File: config.mk
export PLATFORM = sky130hd
export DESIGN_NAME = ex_mem_reg_flat
export DESIGN_NICKNAME = d
export VERILOG_FILES = /design/src/rtl/riscv_pkg.sv /design/src/rtl/ex_mem_reg_if.sv /design/src/rtl/ex_mem_reg_store_align.sv /design/src/rtl/ex_mem_reg.sv /design/src/flat_wrapper.sv
export SDC_FILE = /design/constraint.sdc
export NUM_CORES = 1
export LEC_CHECK = 0
export ABC_AREA = 1
export ABC_CLOCK_PERIOD_IN_PS = 1300
export BUFFER_PORTS_ARGS = -buffer_cell sky130_fd_sc_hd__buf_2
export CORE_MARGIN = 4
export CORE_UTILIZATION = 45
export DETAILED_ROUTE_END_ITERATION = 16
export HOLD_SLACK_MARGIN = 0.1
export MAX_ROUTING_LAYER = met4
export PLACE_DENSITY = 0.8
export SLEW_MARGIN = 20
export SYNTH_ARGS = -nofsm -noshare
export SYNTH_HDL_FRONTEND = slang
export SYNTH_SLANG_ARGS = --single-unit
File: constraint.sdc
create_clock -name clk -period 1.3 [get_ports clk]
set_clock_uncertainty 0.05 [all_clocks]
set_input_delay 0.13 -clock clk [delete_from_list [all_inputs] [get_ports clk]]
set_output_delay 0.13 -clock clk [all_outputs]
set_load 0.005 [all_outputs]
File: src/rtl/riscv_pkg.sv
// Shared RISC-V definitions: datapath widths, funct3 encodings and the ALU
// control codes the control unit selects for branch comparisons.
package riscv_pkg;

    localparam int XLEN   = 32;
    localparam int REG_AW = 5;

    // Branch funct3 encodings
    localparam logic [2:0] F3_BEQ  = 3'b000;
    localparam logic [2:0] F3_BNE  = 3'b001;
    localparam logic [2:0] F3_BLT  = 3'b100;
    localparam logic [2:0] F3_BGE  = 3'b101;
    localparam logic [2:0] F3_BLTU = 3'b110;
    localparam logic [2:0] F3_BGEU = 3'b111;

    // Store funct3 encodings
    localparam logic [2:0] F3_SB = 3'b000;
    localparam logic [2:0] F3_SH = 3'b001;
    localparam logic [2:0] F3_SW = 3'b010;

    // ALU operations chosen by the control unit for branch compares
    localparam logic [3:0] ALU_SUB  = 4'b0110;
    localparam logic [3:0] ALU_SLT  = 4'b1100;
    localparam logic [3:0] ALU_SLTU = 4'b1101;

endpackage

File: src/rtl/ex_mem_reg_if.sv
// EX/MEM boundary bundle: hazard controls, EX-side inputs and MEM-side outputs.
import riscv_pkg::*;

interface ex_mem_reg_if;

    // Hazard unit controls
    logic              stall;
    logic              flush;

    // EX stage
    logic              ex_valid;
    logic [XLEN-1:0]   alu_result;
    logic              zero_flag;
    logic [XLEN-1:0]   rs2_data;
    logic [XLEN-1:0]   branch_target;
    logic [REG_AW-1:0] rd;
    logic              reg_write;
    logic              mem_read;
    logic              mem_write;
    logic              mem_to_reg;
    logic              branch;
    logic              jump;
    logic [2:0]        funct3;

    // MEM stage
    logic              mem_valid;
    logic [XLEN-1:0]   mem_alu_result;
    logic [XLEN-1:0]   mem_store_data;
    logic [3:0]        mem_byte_en;
    logic [REG_AW-1:0] mem_rd;
    logic [2:0]        mem_funct3;
    logic              mem_reg_write;
    logic              mem_mem_read;
    logic              mem_mem_write;
    logic              mem_mem_to_reg;
    logic              branch_taken;
    logic [XLEN-1:0]   mem_branch_target;
    logic              misaligned;

    // Upstream side: drives EX inputs and controls, observes MEM outputs
    modport master (
        output stall, flush, ex_valid, alu_result, zero_flag, rs2_data,
               branch_target, rd, reg_write, mem_read, mem_write, mem_to_reg,
               branch, jump, funct3,
        input  mem_valid, mem_alu_result, mem_store_data, mem_byte_en, mem_rd,
               mem_funct3, mem_reg_write, mem_mem_read, mem_mem_write,
               mem_mem_to_reg, branch_taken, mem_branch_target, misaligned
    );

    // Pipeline register side
    modport slave (
        input  stall, flush, ex_valid, alu_result, zero_flag, rs2_data,
               branch_target, rd, reg_write, mem_read, mem_write, mem_to_reg,
               branch, jump, funct3,
        output mem_valid, mem_alu_result, mem_store_data, mem_byte_en, mem_rd,
               mem_funct3, mem_reg_write, mem_mem_read, mem_mem_write,
               mem_mem_to_reg, branch_taken, mem_branch_target, misaligned
    );

endinterface

File: src/rtl/ex_mem_reg_store_align.sv
// Store lane alignment, byte-enable generation and misalignment detection.
module store_align
    import riscv_pkg::*;
(
    input  logic [2:0]      i_funct3,
    input  logic [1:0]      i_addr,
    input  logic [XLEN-1:0] i_rs2_data,
    input  logic            i_mem_write,
    input  logic            i_mem_read,
    output logic [XLEN-1:0] o_store_data,
    output logic [3:0]      o_byte_en,
    output logic            o_misaligned
);

    logic [XLEN-1:0] w_sb_data;
    logic [XLEN-1:0] w_sh_data;

    // Byte and halfword replication across the four lanes
    generate
        for (genvar gi = 0; gi < 4; gi++) begin : g_lane
            assign w_sb_data[8*gi +: 8] = i_rs2_data[7:0];
            assign w_sh_data[8*gi +: 8] = i_rs2_data[8*(gi%2) +: 8];
        end
    endgenerate

    // Misalignment check, lane select and enables; unknown store widths act as SW
    always_comb begin
        o_misaligned = (i_mem_read | i_mem_write) &
                       (((i_funct3[1:0] == 2'b01) & i_addr[0]) |
                        ((i_funct3[1:0] == 2'b10) & (i_addr != 2'b00)));
        case (i_funct3)
            F3_SB: begin
                o_store_data = w_sb_data;
                o_byte_en    = 4'b0001 << i_addr;
            end
            F3_SH: begin
                o_store_data = w_sh_data;
                o_byte_en    = 4'b0011 << {i_addr[1], 1'b0};
            end
            default: begin
                o_store_data = i_rs2_data;
                o_byte_en    = 4'b1111;
            end
        endcase
        if (!i_mem_write || o_misaligned) begin
            o_byte_en = 4'b0000;
        end
    end

endmodule

File: src/rtl/ex_mem_reg.sv
// EX/MEM pipeline register: captures ALU result and control, resolves
// branches and aligns store data. Every output is driven from a flop.
module ex_mem_reg
    import riscv_pkg::*;
(
    input  logic         clk,
    input  logic         reset,
    ex_mem_reg_if.slave  bus
);

    logic              w_cond;
    logic              w_taken;
    logic [XLEN-1:0]   w_store_data;
    logic [3:0]        w_byte_en;
    logic              w_misaligned;

    logic              r_valid;
    logic [XLEN-1:0]   r_alu_result;
    logic [XLEN-1:0]   r_store_data;
    logic [3:0]        r_byte_en;
    logic [REG_AW-1:0] r_rd;
    logic [2:0]        r_funct3;
    logic              r_reg_write;
    logic              r_mem_read;
    logic              r_mem_write;
    logic              r_mem_to_reg;
    logic              r_branch_taken;
    logic [XLEN-1:0]   r_branch_target;
    logic              r_misaligned;

    store_align u_store_align (
        .i_funct3     (bus.funct3),
        .i_addr       (bus.alu_result[1:0]),
        .i_rs2_data   (bus.rs2_data),
        .i_mem_write  (bus.mem_write),
        .i_mem_read   (bus.mem_read),
        .o_store_data (w_store_data),
        .o_byte_en    (w_byte_en),
        .o_misaligned (w_misaligned)
    );

    // Branch condition from ALU flags (SUB for EQ/NE, SLT/SLTU for the rest)
    always_comb begin
        case (bus.funct3)
            F3_BEQ:           w_cond = bus.zero_flag;
            F3_BNE:           w_cond = ~bus.zero_flag;
            F3_BLT, F3_BLTU:  w_cond = bus.alu_result[0];
            F3_BGE, F3_BGEU:  w_cond = ~bus.alu_result[0];
            default:          w_cond = 1'b0;
        endcase
        w_taken = bus.ex_valid & (bus.jump | (bus.branch & w_cond));
    end

    // Slot update: reset > stall (hold) > flush (bubble) > capture
    always_ff @(posedge clk) begin
        if (reset || (!bus.stall && bus.flush)) begin
            r_valid         <= 1'b0;
            r_alu_result    <= '0;
            r_store_data    <= '0;
            r_byte_en       <= 4'b0000;
            r_rd            <= '0;
            r_funct3        <= 3'b000;
            r_reg_write     <= 1'b0;
            r_mem_read      <= 1'b0;
            r_mem_write     <= 1'b0;
            r_mem_to_reg    <= 1'b0;
            r_branch_taken  <= 1'b0;
            r_branch_target <= '0;
            r_misaligned    <= 1'b0;
        end else if (!bus.stall) begin
            r_valid         <= bus.ex_valid;
            r_alu_result    <= bus.alu_result;
            r_store_data    <= w_store_data;
            r_byte_en       <= bus.ex_valid ? w_byte_en : 4'b0000;
            r_rd            <= bus.rd;
            r_funct3        <= bus.funct3;
            r_reg_write     <= bus.ex_valid & bus.reg_write & ~w_misaligned;
            r_mem_read      <= bus.ex_valid & bus.mem_read  & ~w_misaligned;
            r_mem_write     <= bus.ex_valid & bus.mem_write & ~w_misaligned;
            r_mem_to_reg    <= bus.ex_valid & bus.mem_to_reg;
            r_branch_taken  <= w_taken;
            r_branch_target <= bus.branch_target;
            r_misaligned    <= bus.ex_valid & w_misaligned;
        end
    end

    assign bus.mem_valid         = r_valid;
    assign bus.mem_alu_result    = r_alu_result;
    assign bus.mem_store_data    = r_store_data;
    assign bus.mem_byte_en       = r_byte_en;
    assign bus.mem_rd            = r_rd;
    assign bus.mem_funct3        = r_funct3;
    assign bus.mem_reg_write     = r_reg_write;
    assign bus.mem_mem_read      = r_mem_read;
    assign bus.mem_mem_write     = r_mem_write;
    assign bus.mem_mem_to_reg    = r_mem_to_reg;
    assign bus.branch_taken      = r_branch_taken;
    assign bus.mem_branch_target = r_branch_target;
    assign bus.misaligned        = r_misaligned;

endmodule

File: src/flat_wrapper.sv
// flat-port wrapper written by rule: the top's interface ports become plain ports
module ex_mem_reg_flat import riscv_pkg::*;
  (clk, reset, bus_stall, bus_flush, bus_ex_valid, bus_alu_result, bus_zero_flag, bus_rs2_data, bus_branch_target, bus_rd, bus_reg_write, bus_mem_read, bus_mem_write, bus_mem_to_reg, bus_branch, bus_jump, bus_funct3, bus_mem_valid, bus_mem_alu_result, bus_mem_store_data, bus_mem_byte_en, bus_mem_rd, bus_mem_funct3, bus_mem_reg_write, bus_mem_mem_read, bus_mem_mem_write, bus_mem_mem_to_reg, bus_branch_taken, bus_mem_branch_target, bus_misaligned);
  ex_mem_reg_if bus_i ();
  input  logic clk;
  input  logic reset;
  input wire logic [$bits(bus_i.stall)-1:0] bus_stall;
  input wire logic [$bits(bus_i.flush)-1:0] bus_flush;
  input wire logic [$bits(bus_i.ex_valid)-1:0] bus_ex_valid;
  input wire logic [$bits(bus_i.alu_result)-1:0] bus_alu_result;
  input wire logic [$bits(bus_i.zero_flag)-1:0] bus_zero_flag;
  input wire logic [$bits(bus_i.rs2_data)-1:0] bus_rs2_data;
  input wire logic [$bits(bus_i.branch_target)-1:0] bus_branch_target;
  input wire logic [$bits(bus_i.rd)-1:0] bus_rd;
  input wire logic [$bits(bus_i.reg_write)-1:0] bus_reg_write;
  input wire logic [$bits(bus_i.mem_read)-1:0] bus_mem_read;
  input wire logic [$bits(bus_i.mem_write)-1:0] bus_mem_write;
  input wire logic [$bits(bus_i.mem_to_reg)-1:0] bus_mem_to_reg;
  input wire logic [$bits(bus_i.branch)-1:0] bus_branch;
  input wire logic [$bits(bus_i.jump)-1:0] bus_jump;
  input wire logic [$bits(bus_i.funct3)-1:0] bus_funct3;
  output wire logic [$bits(bus_i.mem_valid)-1:0] bus_mem_valid;
  output wire logic [$bits(bus_i.mem_alu_result)-1:0] bus_mem_alu_result;
  output wire logic [$bits(bus_i.mem_store_data)-1:0] bus_mem_store_data;
  output wire logic [$bits(bus_i.mem_byte_en)-1:0] bus_mem_byte_en;
  output wire logic [$bits(bus_i.mem_rd)-1:0] bus_mem_rd;
  output wire logic [$bits(bus_i.mem_funct3)-1:0] bus_mem_funct3;
  output wire logic [$bits(bus_i.mem_reg_write)-1:0] bus_mem_reg_write;
  output wire logic [$bits(bus_i.mem_mem_read)-1:0] bus_mem_mem_read;
  output wire logic [$bits(bus_i.mem_mem_write)-1:0] bus_mem_mem_write;
  output wire logic [$bits(bus_i.mem_mem_to_reg)-1:0] bus_mem_mem_to_reg;
  output wire logic [$bits(bus_i.branch_taken)-1:0] bus_branch_taken;
  output wire logic [$bits(bus_i.mem_branch_target)-1:0] bus_mem_branch_target;
  output wire logic [$bits(bus_i.misaligned)-1:0] bus_misaligned;
  assign bus_i.stall = bus_stall;
  assign bus_i.flush = bus_flush;
  assign bus_i.ex_valid = bus_ex_valid;
  assign bus_i.alu_result = bus_alu_result;
  assign bus_i.zero_flag = bus_zero_flag;
  assign bus_i.rs2_data = bus_rs2_data;
  assign bus_i.branch_target = bus_branch_target;
  assign bus_i.rd = bus_rd;
  assign bus_i.reg_write = bus_reg_write;
  assign bus_i.mem_read = bus_mem_read;
  assign bus_i.mem_write = bus_mem_write;
  assign bus_i.mem_to_reg = bus_mem_to_reg;
  assign bus_i.branch = bus_branch;
  assign bus_i.jump = bus_jump;
  assign bus_i.funct3 = bus_funct3;
  assign bus_mem_valid = bus_i.mem_valid;
  assign bus_mem_alu_result = bus_i.mem_alu_result;
  assign bus_mem_store_data = bus_i.mem_store_data;
  assign bus_mem_byte_en = bus_i.mem_byte_en;
  assign bus_mem_rd = bus_i.mem_rd;
  assign bus_mem_funct3 = bus_i.mem_funct3;
  assign bus_mem_reg_write = bus_i.mem_reg_write;
  assign bus_mem_mem_read = bus_i.mem_mem_read;
  assign bus_mem_mem_write = bus_i.mem_mem_write;
  assign bus_mem_mem_to_reg = bus_i.mem_mem_to_reg;
  assign bus_branch_taken = bus_i.branch_taken;
  assign bus_mem_branch_target = bus_i.mem_branch_target;
  assign bus_misaligned = bus_i.misaligned;
  ex_mem_reg u_core (.clk(clk), .reset(reset), .bus(bus_i));
endmodule
## Word level (Yosys, flattened, before mapping)

Cells that the tools add are included.

- Bits in registers: 115
- Word-level logic and storage cells: 55
- Output and inout port bits: 115
- Input port bits: 116

- Bitwise operators: 19
- Equality and inequality tests: 7
- Reduce and logical (&&, ||, !) cells: 9
- Shift-type cells: 2
- Muxes and demuxes: 5

Operators with widths:

| cell | number |
|---|---|
| $pmux W32 S2 | 1 |
| $and A1 B1 Y1 | 13 |
| $eq A3 B3 Y1 const B | 4 |
| $mux W4 | 2 |
| $pmux W4 S2 | 1 |
| $pmux W1 S4 | 1 |
| $reduce_or A2 Y1 | 2 |
| $shl A1 B2 Y4 const A | 1 |
| $shl A2 B2 Y4 const A | 1 |
| $eq A3 B1 Y1 const B | 1 |
| $logic_not A3 Y1 | 1 |
| $not A1 Y1 | 3 |
| $or A1 B1 Y1 | 3 |
| $eq A2 B1 Y1 const B | 1 |
| $eq A2 B2 Y1 const B | 1 |
| $logic_not A1 Y1 | 2 |
| $logic_or A1 B1 Y1 | 2 |
| $reduce_bool A2 Y1 | 1 |
| $logic_and A1 B1 Y1 | 1 |

## Logic depth before layout (Yosys ltp)

- Depth in word-level cells: 7
- Gate-level depth with buffers: 9
- Depth with buffers taken out: 8

## By module

Synthesis repeated with hierarchy kept, for this count alone.

- Cells, all modules: 629
- Area, all modules: 4,747.1 µm²

Modules (own cells, without submodules):

| module | seq. area each (µm²) | instances | cells each | area an instance (µm²) |
|---|---|---|---|---|
| ex_mem_reg | 2,302.2 | 1 | 516 | 4,202.8 |
| store_align | 0.0 | 1 | 113 | 544.3 |

## Worst setup path after synthesis

No wires, ideal clock.

- Kind: input to register
- Start: input bus_stall
- End: register u_core.r_store_data[19] (netlist: u_core.bus.mem_store_data[19])
- Setup time: 0.128 ns
- Stages on the path: 5
- Path slack: 0.214 ns
- Data required time: 1.122 ns
- Arrival time: 0.908 ns
- Buffers on the path: 3
- Path through: buf_4 > inv_2 > buf_2 > clkbuf_1 > a21oi_1

- Cells in the longest elaborated chain, start to end: 3

RTL lines:

| element | line | text |
|---|---|---|
| start, declared | flat_wrapper.sv:7 | `input wire logic [$bits(bus_i.stall)-1:0] bus_stall;` |
| $logic_not A1 Y1 | ex_mem_reg.sv:56 | `if (reset \|\| (!bus.stall && bus.flush)) begin` |
| $logic_and A1 B1 Y1 | ex_mem_reg.sv:56 |  |
| $logic_or A1 B1 Y1 | ex_mem_reg.sv:56 |  |
| end signal, assigned | ex_mem_reg.sv:73 | `r_store_data <= w_store_data;` |
| end, declared | ex_mem_reg.sv:19 | `logic [XLEN-1:0] r_store_data;` |

Several ways; a longest one is shown, not always the timed one.
A chain may end at the register's enable or synchronous reset.

==> impl_results.md <==
* Status: finished with violations
* Failing checks: negative hold slack, negative setup slack
* Die width at 107 µm
* Rows at 35
* Total Routing Usage GR at 30.3%
* # Max-Cap Violations at 0
* Sequential power share at 40.3%
* Post-Synthesis Net Count at 688
* Non-Filler Instances at 1071
* Seq/Total Area, Yosys at 52.6%
* VDD IR max at 0.000933 V
* ANT nets after route at 0
* Synthesized area per cell at 7.66 µm²
* H-tree Lvls at 4
* Core area at 9370 µm²
* Dpl hpwl at 9.67 mm
* Slew @ Worst Pin at 0.453 ns
* Nets at 1046
* Drt first pass iters at 5
* Final Critical Period at 1.33 ns
* Vias in the first global route at 5605
* Placed Cells at 905
* Pwr Density at 1240 nW/µm²
* Worst setup SP type: flip-flop
* Worst min-delay path class: input pin to flip-flop
* Final setup viols at 2
* CP Data Required Time at 1.62 ns
* Clk root buf: clkbuf_8
* CTS max path bufs at 2
* Final WL at 17.9 mm
* # port buffers at 230
* Net Switching at 2.36 mW
* Area grow syn2layout at 73.5%
* RR Endpoint: u_core.bus.mem_store_data[22]
* Setup repair bufs after CTS at 0
* Destination of the worst hold path: u_core.bus.misaligned
* Final TNS setup at -0.0412 ns
* Fin. Hold Viols at 1
* TritonCTS Buffers at 17
* Global-route wire length before repair at 26.9 mm
* Sw Share at 25.0%
* Post-place setup slack at 0.0240 ns
* R2R Setup Slk at -0.03 ns
* Commonest non-fill, non-tap cell in the layout: buf_2
* Final max-slew violation count at 0
* Final Cycle Share at 102%
* Gr ovfl total at 0
* CP Max Fanout at 2
* Most frequent cells in the layout: buf_2, nand2_1, dlygate4sd3_1
* Post-layout util at 81.1%
* Slew headroom at 69.8%
* CP Capture Type: flip-flop
* GP Congestion at 0.858
* Flops & latches, synth at 115
* Pwr Total at 9.43 mW
* # IOs at 231
* CTS tree: done
* Fill cells at 574
* Int Power at 7.08 mW
* Die Span Y at 107 µm
* Post-route setup slack at -0.0285 ns
* Initial DRC count at 536
* Leak at 3.58 nW
* Crit path kind: flip-flop to flip-flop
* Post-DR vias/cell at 5.28
* Max Clk Rate at 753 MHz
* Reg2reg path depth at 3
* Die area at 11400 µm²
* Layout cells sized above 1 at 31.2%
* Clk_lat worst skew at 0.50 ns
* Arr. time, crit path at 1.65 ns
* Initial antenna violation count at 1
* Comb power frac at 15.0%
* Vias at 5660
* Placed Instance Area at 5680 µm²
* WL per Instance at 16.7 µm
* FF-to-FF Start: u_core.bus.mem_store_data[22]
* Starting density of the core at 46.7%
* Hold_ws at -0.0497 ns
* Number of distinct library cells after synthesis at 25
* Clk sinks at 115
* Final Cell Area at 7600 µm²
* Hold path startpoint: reset
* Cell Area, Synth at 4380 µm²
* CTS clock-pin slew for the worst setup and hold paths at 0.05 ns
* Largest net degree at the start of global routing at 63
* Hold path cells at 3
* Yosys warning count at 0
* Cell count after synthesis at 572
* DRC viols at 0
* Clk pwr share at 44.7%
metal layers:
metal | part of all wire, % | up-vias | global-route usage, %
met1 | 36 | 2608 | 31.9
met4 | 5.3 | 0 | 17.3
met2 | 49 | 381 | 51.1
met3 | 9.0 | 90 | 8.25
met5 | 0 | - | -
li1 | - | 2581 | -
worst max path at each step:
stage / startpoint / end
3_5_place_dp: bus_funct3[0] / u_core.bus.mem_store_data[11]
3_3_place_gp: bus_funct3[0] / u_core.bus.mem_store_data[25]
5_1_grt: u_core.bus.mem_store_data[22] / u_core.bus.mem_store_data[22]
2_1_floorplan: bus_stall / u_core.bus.mem_store_data[19]
6_report: u_core.bus.mem_store_data[22] / u_core.bus.mem_store_data[22]
4_1_cts: bus_funct3[0] / u_core.bus.mem_mem_write
cell type report:
type                    count  area [µm²]  area share, %
multi-input cells         396        1820           24.0
clock inverters            10        85.1           1.12
well taps                 129         161           2.12
diodes                      1        2.50         0.0329
clock buffers              20         455           5.99
inverters                  23        92.6           1.22
repair buffers            377        2680           35.3
flip-flops and latches    115        2300           30.3
Yosys cell counts (all sizes together):
library cell	n	area (µm²)
a211oi	8	60.1
a21oi	115	602
and2	1	6.26
and3	1	7.51
buf	16	97.6
clkbuf	22	82.6
dfxtp	115	2300
inv	23	86.3
nand2	184	713
nand3	6	30.0
nor2	27	111
o21ai	45	225
o22ai	1	6.26
or2	8	50.1
critical path, stage by stage (launching register included):
cell and delay, ns:
dfxtp_1 0.31, o21ai_0 0.17, dlygate4sd3_1 0.62, a21oi_1 0.06
cell families (layout without fill, tap and decap cells):
kind of cell           Yosys count  in the layout  synth area share (%)
other                            0              1                     0
buffers and inverters           61            430                  6.08
AOI/OAI and AO/OA              169            169                  20.4
and+or+nand+nor                227            227                  21.0
DFF                            115            115                  52.6
power groups by stage:
stage / Clock (mW) / Sequential [mW] / Combinational [mW]
finish: 4.22 / 3.80 / 1.41
floorplan: 0 / 3.88 / 0.470
CTS: 4.28 / 3.79 / 1.28
global route: 4.43 / 3.82 / 1.52
global placement: 0 / 3.86 / 0.975
detailed placement: 0 / 3.86 / 0.999
what timing repair did:
item                                    CTS  global route
gates resized for setup                   0             8
hold buffers                            119            18
endpoints found under the setup margin    0            12
endpoints found under the hold margin   114            24
No activity file was read; power rests on OpenSTA's default activity.
